File: config.mk
export PLATFORM = sky130hd
export DESIGN_NAME = cgra_pkt_arb_flat
export DESIGN_NICKNAME = d
export VERILOG_FILES = /design/src/rtl/cgra_pkt_arb_if.sv /design/src/rtl/cgra_pkt_arb.sv /design/src/flat_wrapper.sv
export SDC_FILE = /design/constraint.sdc
export NUM_CORES = 1
export LEC_CHECK = 0
export BUFFER_PORTS_ARGS = -buffer_cell sky130_fd_sc_hd__buf_2
export CORE_AREA = 5 5 232 234
export DETAILED_ROUTE_END_ITERATION = 10
export DIE_AREA = 0 0 237 239
export REMOVE_ABC_BUFFERS = 1
export SLEW_MARGIN = 20
export SYNTH_ARGS = -nofsm -noshare
export SYNTH_HDL_FRONTEND = slang
export SYNTH_SLANG_ARGS = --single-unit
export TNS_END_PERCENT = 50
File: constraint.sdc
create_clock -name clk -period 2.3 [get_ports clk]
set_input_delay 0.115 -clock clk [delete_from_list [all_inputs] [get_ports clk]]
set_output_delay 0.115 -clock clk [all_outputs]
set_load 0.01 [all_outputs]
File: src/rtl/cgra_pkt_arb_if.sv
// Handshake bundle between two packet requesters, the arbiter and the multi-CGRA input port.
// The slave modport is the arbiter side; the master modport is the requester/sink side.
interface cgra_pkt_arb_if #(
  parameter int PKT_W = 185,
  parameter int CNT_W = 16
);
  logic             req0_val;
  logic             req0_rdy;
  logic [PKT_W-1:0] req0_msg;
  logic             req0_last;
  logic             req1_val;
  logic             req1_rdy;
  logic [PKT_W-1:0] req1_msg;
  logic             req1_last;
  logic             send_val;
  logic             send_rdy;
  logic [PKT_W-1:0] send_msg;
  logic [CNT_W-1:0] cnt0;
  logic [CNT_W-1:0] cnt1;
  logic             clr_cnt;
  logic             busy;

  modport slave (
    input  req0_val, req0_msg, req0_last,
    input  req1_val, req1_msg, req1_last,
    input  send_rdy, clr_cnt,
    output req0_rdy, req1_rdy, send_val, send_msg, cnt0, cnt1, busy
  );

  modport master (
    output req0_val, req0_msg, req0_last,
    output req1_val, req1_msg, req1_last,
    output send_rdy, clr_cnt,
    input  req0_rdy, req1_rdy, send_val, send_msg, cnt0, cnt1, busy
  );
endinterface

File: src/rtl/cgra_pkt_arb.sv
// Two-requester packet arbiter with burst locking, round-robin priority between bursts,
// a single registered output stage and saturating per-requester accept counters.
module cgra_pkt_arb #(
  parameter int PKT_W = 185,
  parameter int CNT_W = 16
) (
  input  logic          clk,
  input  logic          rstn,
  cgra_pkt_arb_if.slave bus
);
  // state | meaning
  // IDLE  | no burst in progress; grant by valid and prio
  // LOCK0 | req0 burst in progress; only req0 served
  // LOCK1 | req1 burst in progress; only req1 served
  typedef enum logic [1:0] {IDLE, LOCK0, LOCK1} state_t;

  localparam logic [CNT_W-1:0] CNT_MAX = '1;

  state_t           state_q;
  logic             prio_q;
  logic             send_val_q;
  logic [PKT_W-1:0] send_msg_q;
  logic [CNT_W-1:0] cnt0_q;
  logic [CNT_W-1:0] cnt1_q;

  logic out_free;
  logic sel1;
  logic rdy0;
  logic rdy1;
  logic acc0;
  logic acc1;

  always_comb begin
    out_free = !send_val_q || bus.send_rdy;
    sel1     = bus.req1_val && (!bus.req0_val || prio_q);
    // rstn gating keeps both ready lines low for the whole reset window
    rdy0     = rstn && out_free &&
               (((state_q == IDLE) && bus.req0_val && !sel1) || (state_q == LOCK0));
    rdy1     = rstn && out_free &&
               (((state_q == IDLE) && sel1) || (state_q == LOCK1));
    acc0     = rdy0 && bus.req0_val;
    acc1     = rdy1 && bus.req1_val;
  end

  always_ff @(posedge clk) begin
    if (!rstn) begin
      state_q    <= IDLE;
      prio_q     <= 1'b0;
      send_val_q <= 1'b0;
      send_msg_q <= '0;
      cnt0_q     <= '0;
      cnt1_q     <= '0;
    end else begin
      if (acc0) begin
        send_val_q <= 1'b1;
        send_msg_q <= bus.req0_msg;
        if (bus.req0_last) begin
          state_q <= IDLE;
          prio_q  <= 1'b1;
        end else begin
          state_q <= LOCK0;
        end
      end else if (acc1) begin
        send_val_q <= 1'b1;
        send_msg_q <= bus.req1_msg;
        if (bus.req1_last) begin
          state_q <= IDLE;
          prio_q  <= 1'b0;
        end else begin
          state_q <= LOCK1;
        end
      end else if (bus.send_rdy) begin
        send_val_q <= 1'b0;
      end

      if (bus.clr_cnt) begin
        cnt0_q <= '0;
        cnt1_q <= '0;
      end else begin
        if (acc0 && (cnt0_q != CNT_MAX)) cnt0_q <= cnt0_q + 1'b1;
        if (acc1 && (cnt1_q != CNT_MAX)) cnt1_q <= cnt1_q + 1'b1;
      end
    end
  end

  assign bus.req0_rdy = rdy0;
  assign bus.req1_rdy = rdy1;
  assign bus.send_val = send_val_q;
  assign bus.send_msg = send_msg_q;
  assign bus.cnt0     = cnt0_q;
  assign bus.cnt1     = cnt1_q;
  assign bus.busy     = (state_q != IDLE) || send_val_q;
endmodule

File: src/flat_wrapper.sv
// flat-port wrapper written by rule: the top's interface ports become plain ports
module cgra_pkt_arb_flat 
#(
  parameter int PKT_W = 185,
  parameter int CNT_W = 16
)
  (clk, rstn, bus_req0_val, bus_req0_msg, bus_req0_last, bus_req1_val, bus_req1_msg, bus_req1_last, bus_send_rdy, bus_clr_cnt, bus_req0_rdy, bus_req1_rdy, bus_send_val, bus_send_msg, bus_cnt0, bus_cnt1, bus_busy);
  cgra_pkt_arb_if #(.PKT_W(PKT_W), .CNT_W(CNT_W)) bus_i ();
  input  logic clk;
  input  logic rstn;
  input wire logic [$bits(bus_i.req0_val)-1:0] bus_req0_val;
  input wire logic [$bits(bus_i.req0_msg)-1:0] bus_req0_msg;
  input wire logic [$bits(bus_i.req0_last)-1:0] bus_req0_last;
  input wire logic [$bits(bus_i.req1_val)-1:0] bus_req1_val;
  input wire logic [$bits(bus_i.req1_msg)-1:0] bus_req1_msg;
  input wire logic [$bits(bus_i.req1_last)-1:0] bus_req1_last;
  input wire logic [$bits(bus_i.send_rdy)-1:0] bus_send_rdy;
  input wire logic [$bits(bus_i.clr_cnt)-1:0] bus_clr_cnt;
  output wire logic [$bits(bus_i.req0_rdy)-1:0] bus_req0_rdy;
  output wire logic [$bits(bus_i.req1_rdy)-1:0] bus_req1_rdy;
  output wire logic [$bits(bus_i.send_val)-1:0] bus_send_val;
  output wire logic [$bits(bus_i.send_msg)-1:0] bus_send_msg;
  output wire logic [$bits(bus_i.cnt0)-1:0] bus_cnt0;
  output wire logic [$bits(bus_i.cnt1)-1:0] bus_cnt1;
  output wire logic [$bits(bus_i.busy)-1:0] bus_busy;
  assign bus_i.req0_val = bus_req0_val;
  assign bus_i.req0_msg = bus_req0_msg;
  assign bus_i.req0_last = bus_req0_last;
  assign bus_i.req1_val = bus_req1_val;
  assign bus_i.req1_msg = bus_req1_msg;
  assign bus_i.req1_last = bus_req1_last;
  assign bus_i.send_rdy = bus_send_rdy;
  assign bus_i.clr_cnt = bus_clr_cnt;
  assign bus_req0_rdy = bus_i.req0_rdy;
  assign bus_req1_rdy = bus_i.req1_rdy;
  assign bus_send_val = bus_i.send_val;
  assign bus_send_msg = bus_i.send_msg;
  assign bus_cnt0 = bus_i.cnt0;
  assign bus_cnt1 = bus_i.cnt1;
  assign bus_busy = bus_i.busy;
  cgra_pkt_arb #(.PKT_W(PKT_W), .CNT_W(CNT_W)) u_core (.clk(clk), .rstn(rstn), .bus(bus_i));
endmodule
After elaboration in Yosys (flattened, before gate mapping)
Index checks and enable logic that the tools add are counted.
{ "totals": {"input_bits": 378, "out_inout_bits": 221, "word_cells": 53, "register_bits": 221} }
{ "op_classes": {"eq_ne": 5, "muxes": 13, "bitwise_logic": 1, "reduce_logical": 26, "addsub": 2} }
{ "ops": {"columns": ["operator", "n"], "rows": [
  ["$mux W185", 2],
  ["$add A16 B1 Y16 const B", 2],
  ["$ne A16 B16 Y1 const B", 2],
  ["$logic_and A1 B1 Y1", 11],
  ["$mux W1", 8],
  ["$mux W2", 3],
  ["$reduce_bool A2 Y1", 3],
  ["$logic_or A1 B1 Y1", 5],
  ["$logic_not A1 Y1", 3],
  ["$reduce_and A3 Y1", 1],
  ["$reduce_bool A3 Y1", 1],
  ["$eq A2 B1 Y1 const B", 1],
  ["$eq A2 B2 Y1 const B", 1],
  ["$logic_not A2 Y1", 1],
  ["$ne A2 B2 Y1 const B", 1],
  ["$reduce_or A2 Y1", 1],
  ["$not A1 Y1", 1]
]} }

Depth between registers and ports, before layout
{ "depth": {"depth_word": 10, "mapped_depth": 8, "mapped_depth_nobuf": 6} }

Worst setup path after synthesis
Ideal clock, no wire load.
{ "synth_timing": {"path_kind": "register to register", "from": "register u_core.cnt1_q[0] (netlist: u_core.bus.cnt1[0])", "to": "register u_core.cnt1_q[13] (netlist: u_core.bus.cnt1[13])", "arrival_ns": 1.663, "path_buffers": 0, "period_less_slack_ns": 1.791, "setup_ns": 0.128, "required_ns": 2.172, "path_slack_ns": 0.509, "stages_incl_launch_ff": 7, "path_cell_list": "dfxtp_1 -> ha_1 -> nand4_1 -> nor4_2 -> nand4b_1 -> xor2_1 -> nor2_1"} }
{ "synth_between": {"elab_chain_len": 2, "word_cells_on_any_way": 3, "cone_classes": "add/sub (1); eq/ne (1); reduce/logical (1)"} }
{ "synth_lines": {"columns": ["item", "line_no", "text"], "rows": [
  ["from (decl)", "cgra_pkt_arb.sv:24", "logic [CNT_W-1:0] cnt1_q;"],
  ["from (signal assigned)", "cgra_pkt_arb.sv:81", "if (acc1 && (cnt1_q != CNT_MAX)) cnt1_q <= cnt1_q + 1'b1;"],
  ["parallel branches: the longest is 2 deep, another holds $add A16 B1 Y16", null, null]
]} }
Parallel ways; which one is timed is not known.
A chain may end at the register's enable or synchronous reset.

Final worst setup path
{ "layout_timing": {"from": "register u_core.state_q[1]", "to": "register u_core.send_msg_q[124] (netlist: u_core.bus.send_msg[124])"} }
{ "layout_between": {"elab_chain_len": 7, "word_cells_on_any_way": 14, "cone_classes": "eq/ne (2); mux (1); reduce/logical (11)"} }
{ "layout_lines": {"columns": ["item", "line_no", "text"], "rows": [
  ["from (decl)", "cgra_pkt_arb.sv:19", "state_t state_q;"],
  ["from (signal assigned)", "cgra_pkt_arb.sv:47", "state_q <= IDLE;"],
  ["from (signal assigned)", "cgra_pkt_arb.sv:58", "state_q <= IDLE;"],
  ["from (signal assigned)", "cgra_pkt_arb.sv:61", "state_q <= LOCK0;"],
  ["$logic_not A2 Y1", "cgra_pkt_arb.sv:38, cgra_pkt_arb.sv:40", null],
  ["$logic_and A1 B1 Y1 (2 in a row)", "cgra_pkt_arb.sv:38", "(((state_q == IDLE) && bus.req0_val && !sel1) || (state_q == LOCK0));"],
  ["$logic_or A1 B1 Y1", "cgra_pkt_arb.sv:38", null],
  ["$logic_and A1 B1 Y1", "cgra_pkt_arb.sv:37", "rdy0 = rstn && out_free &&"],
  ["$logic_and A1 B1 Y1", "cgra_pkt_arb.sv:41", "acc0 = rdy0 && bus.req0_val;"],
  ["$mux W185 / $reduce_bool A2 Y1 (equally long branches)", null, null],
  ["to (signal assigned)", "cgra_pkt_arb.sv:56", "send_msg_q <= bus.req0_msg;"],
  ["to (signal assigned)", "cgra_pkt_arb.sv:65", "send_msg_q <= bus.req1_msg;"],
  ["to (decl)", "cgra_pkt_arb.sv:22", "logic [PKT_W-1:0] send_msg_q;"]
]} }
Several ways; a longest one is shown, not always the timed one.

==> metrics.cfg <==
[logic_synthesis]
synthSimpleGateAreaFrac = 0.148
syn-cell-area_um2 = 9480
synth_compound_area_frac = 0.302
yosys_register_bits = 221
synth_most_common_cell = dfxtp_1
ys_types = 40
async_reset_ff_frac = 0
synth_seq_area_share = 0.467
synth.top_cells.by_count = dfxtp_1 (221), nand2_1 (201), a22oi_1 (185)
syn_avg_cell_area_um2 = 9.11
synth_largest_area_cell = dfxtp_1
synth-main-ff-cell = dfxtp_1
ys_top_cells_by_area = dfxtp_1 (47%), a22oi_1 (15%), a21boi_1 (14%), nand2_1 (8.0%), xnor2_1 (2.1%)
synth_top_area_share = 0.467
synth_top_family_by_area = compound AO/OA/AOI/OAI gates
synth_xor_area_frac = 0.0259
synthAdderAreaFrac = 0.00264
synthMuxAreaShare = 0.00106
synth_edf_count = 0
synthCells = 1041
synth_warnings = 0

[floorplan]
ioPinCount = 599
num_rows = 84
dieHeight_um = 239
dieArea_um2 = 56600
initial_utilization = 0.183
die_w_um = 237
core_area_um2 = 51800

[outcome]
violations = setup timing
outcome = finished, violations left

[grt]
grt_pass1_vias = 12645
antenna_found_initial = 3
grt_pass1_wl_um = 65900
grt_max_degree = 101
overflow = 0
grtUsageTotal = 0.141

[placed_design]
dp_hpwl_um = 28300
port_buffers = 598
dp_cells = 2282
pre_cts_ws_ns = 0.362
place.gp.congestion = 0.927
dpl-instance-area_um2 = 13300

[finish]
nNetsFinal = 2378
area_delta_synth_final_pct = 89.6
drive_above_1_share = 0.347
fin_util = 0.347
fin_cells = 2705
postLayoutCellArea_um2 = 18000

[worst_setup_path]
cp.required_ns = 2.72
crit_arrival_ns = 2.73
end_kind = register
critical_path_class = reg -> reg
cp-start-kind = register
crit_fanout = 75

[route]
drc = 0
totalWireLength_um = 43700
drt-pass1-iter-count = 6
num_vias = 12069
viasPerCell = 4.46
ant_nets = 0
drt_iter0_markers = 627
wl_per_cell_um = 16.1

[sta]
grt_setup_unrepaired = yes
finalCriticalPeriod_ns = 2.31
setup_viol = 2
hold_viol = 0
setup_slack_ns = -0.00660
fmax_mhz = 434
tns_ns = -0.00798
slew_headroom = 0.488
whs_ns = 0.174
slew_viol_final = 0
finalClockSkew_ns = 0.00993
finalCritPeriodShare = 1.00
tightestPinTransition_ns = 0.768

[min_path]
hp-class = in -> reg

[clocking]
clockBufferDepth = 3
path_clk_slew_ns = 0.06
numClockSinks = 221
cts_max_level = 1
cts_tree = built
numCtsBuffers = 26
clockRootBuffer = clkbuf_16
clk-insertion-delay-late_ns = 0.54

[pwr]
peakVddDrop_v = 0.000504
finalPower_mw = 10.7
leakagePower_nw = 7.75
cellPowerDensity_nw_per_um2 = 597

[flow_run]
maxCapViolCount = 0

==> report_power, final <==
part / switching (mW) / internal, mW / total, mW
Sequential: 0.131 / 4.08 / 4.22
Combinational: 1.06 / 1.25 / 2.31
Clock: 1.61 / 2.59 / 4.20
==> sequential cells by signal, summed over array words and instances (netlist names) <==
register	flops
u_core.bus.send_msg	185
u_core.bus.cnt1	16
u_core.bus.send_val	1
u_core.state_q	2
u_core.bus.cnt0	16
u_core.prio_q	1
==> cell families after synthesis <==
| group | count (synthesis) |
|---|---|
| buffers and inverters | 91 |
| xor gates and xnor gates | 28 |
| AOI/OAI and AO/OA | 383 |
| adders and majority gates | 2 |
| muxes | 1 |
| DFF | 221 |
| and+or+nand+nor | 315 |
==> final cells by class <==
class | count | area [um^2]
timing repair buffer | 1020 | 7230
sequential | 221 | 4430
multi-input combinational | 729 | 4590
clock buffer | 36 | 749
antenna | 2 | 5.00
tap | 688 | 861
clock inverter | 9 | 120
fill | 5063 | 33800
==> layer usage <==
metal  global-route usage  wire (um)
met1                0.152      15500
met2                0.244      21100
met3               0.0436       4390
met4               0.0838       2660
met5                    0         13
==> critical path, cell delays in order (launching register included) <==
cell           delay, ns
dfxtp_2             0.35
or3b_1              0.37
and4_4              0.25
buf_12              0.18
a22oi_1             0.26
dlygate4sd3_1       0.59
a21boi_1            0.06
==> path summary, 6_finish.rpt <==
kind	from	to	slack [ns]	cells past startpoint
max reg2reg	u_core.state_q[1]$_SDFFE_PN0P_	u_core.bus.send_msg[124]$_SDFFE_PN0P_	-0.007	6
max	u_core.state_q[1]$_SDFFE_PN0P_	u_core.bus.send_msg[124]$_SDFFE_PN0P_	-0.007	6
min reg2reg	u_core.bus.send_msg[66]$_SDFFE_PN0P_	u_core.bus.send_msg[66]$_SDFFE_PN0P_	0.45	2
min	bus_clr_cnt	u_core.bus.cnt0[1]$_SDFFE_PP0P_	0.17	4
==> placed cells by master, fill, tap and decap left out, types with 3 or more instances in the layout <==
cell,synthesis,layout
a21boi_1,177,177
bufinv_16,0,3
a22oi_1,185,181
xor2_1,5,5
a22oi_2,0,4
nand3_1,11,11
nand2_1,201,201
clkbuf_8,0,4
nand4_1,14,14
buf_4,0,38
clkinv_2,0,6
dfxtp_1,221,220
nor3_1,16,16
dlygate4sd3_1,0,375
and3_1,3,3
xnor2_1,23,23
clkbuf_16,0,27
clkbuf_1,40,5
or3_1,3,3
a21oi_1,6,6
a21boi_0,9,9
nor4_1,9,9
nor2_1,37,37
buf_2,35,597
buf_12,0,8
==> what timing repair did <==
item / 4_1_cts / 5_1_grt
setup buffers: 0 / 1
hold endpoints to repair: 188 / 1
setup endpoints to repair: 0 / 44
hold buffers: 374 / 1
resized for setup: 0 / 10
No activity file was read; power rests on OpenSTA's default activity.
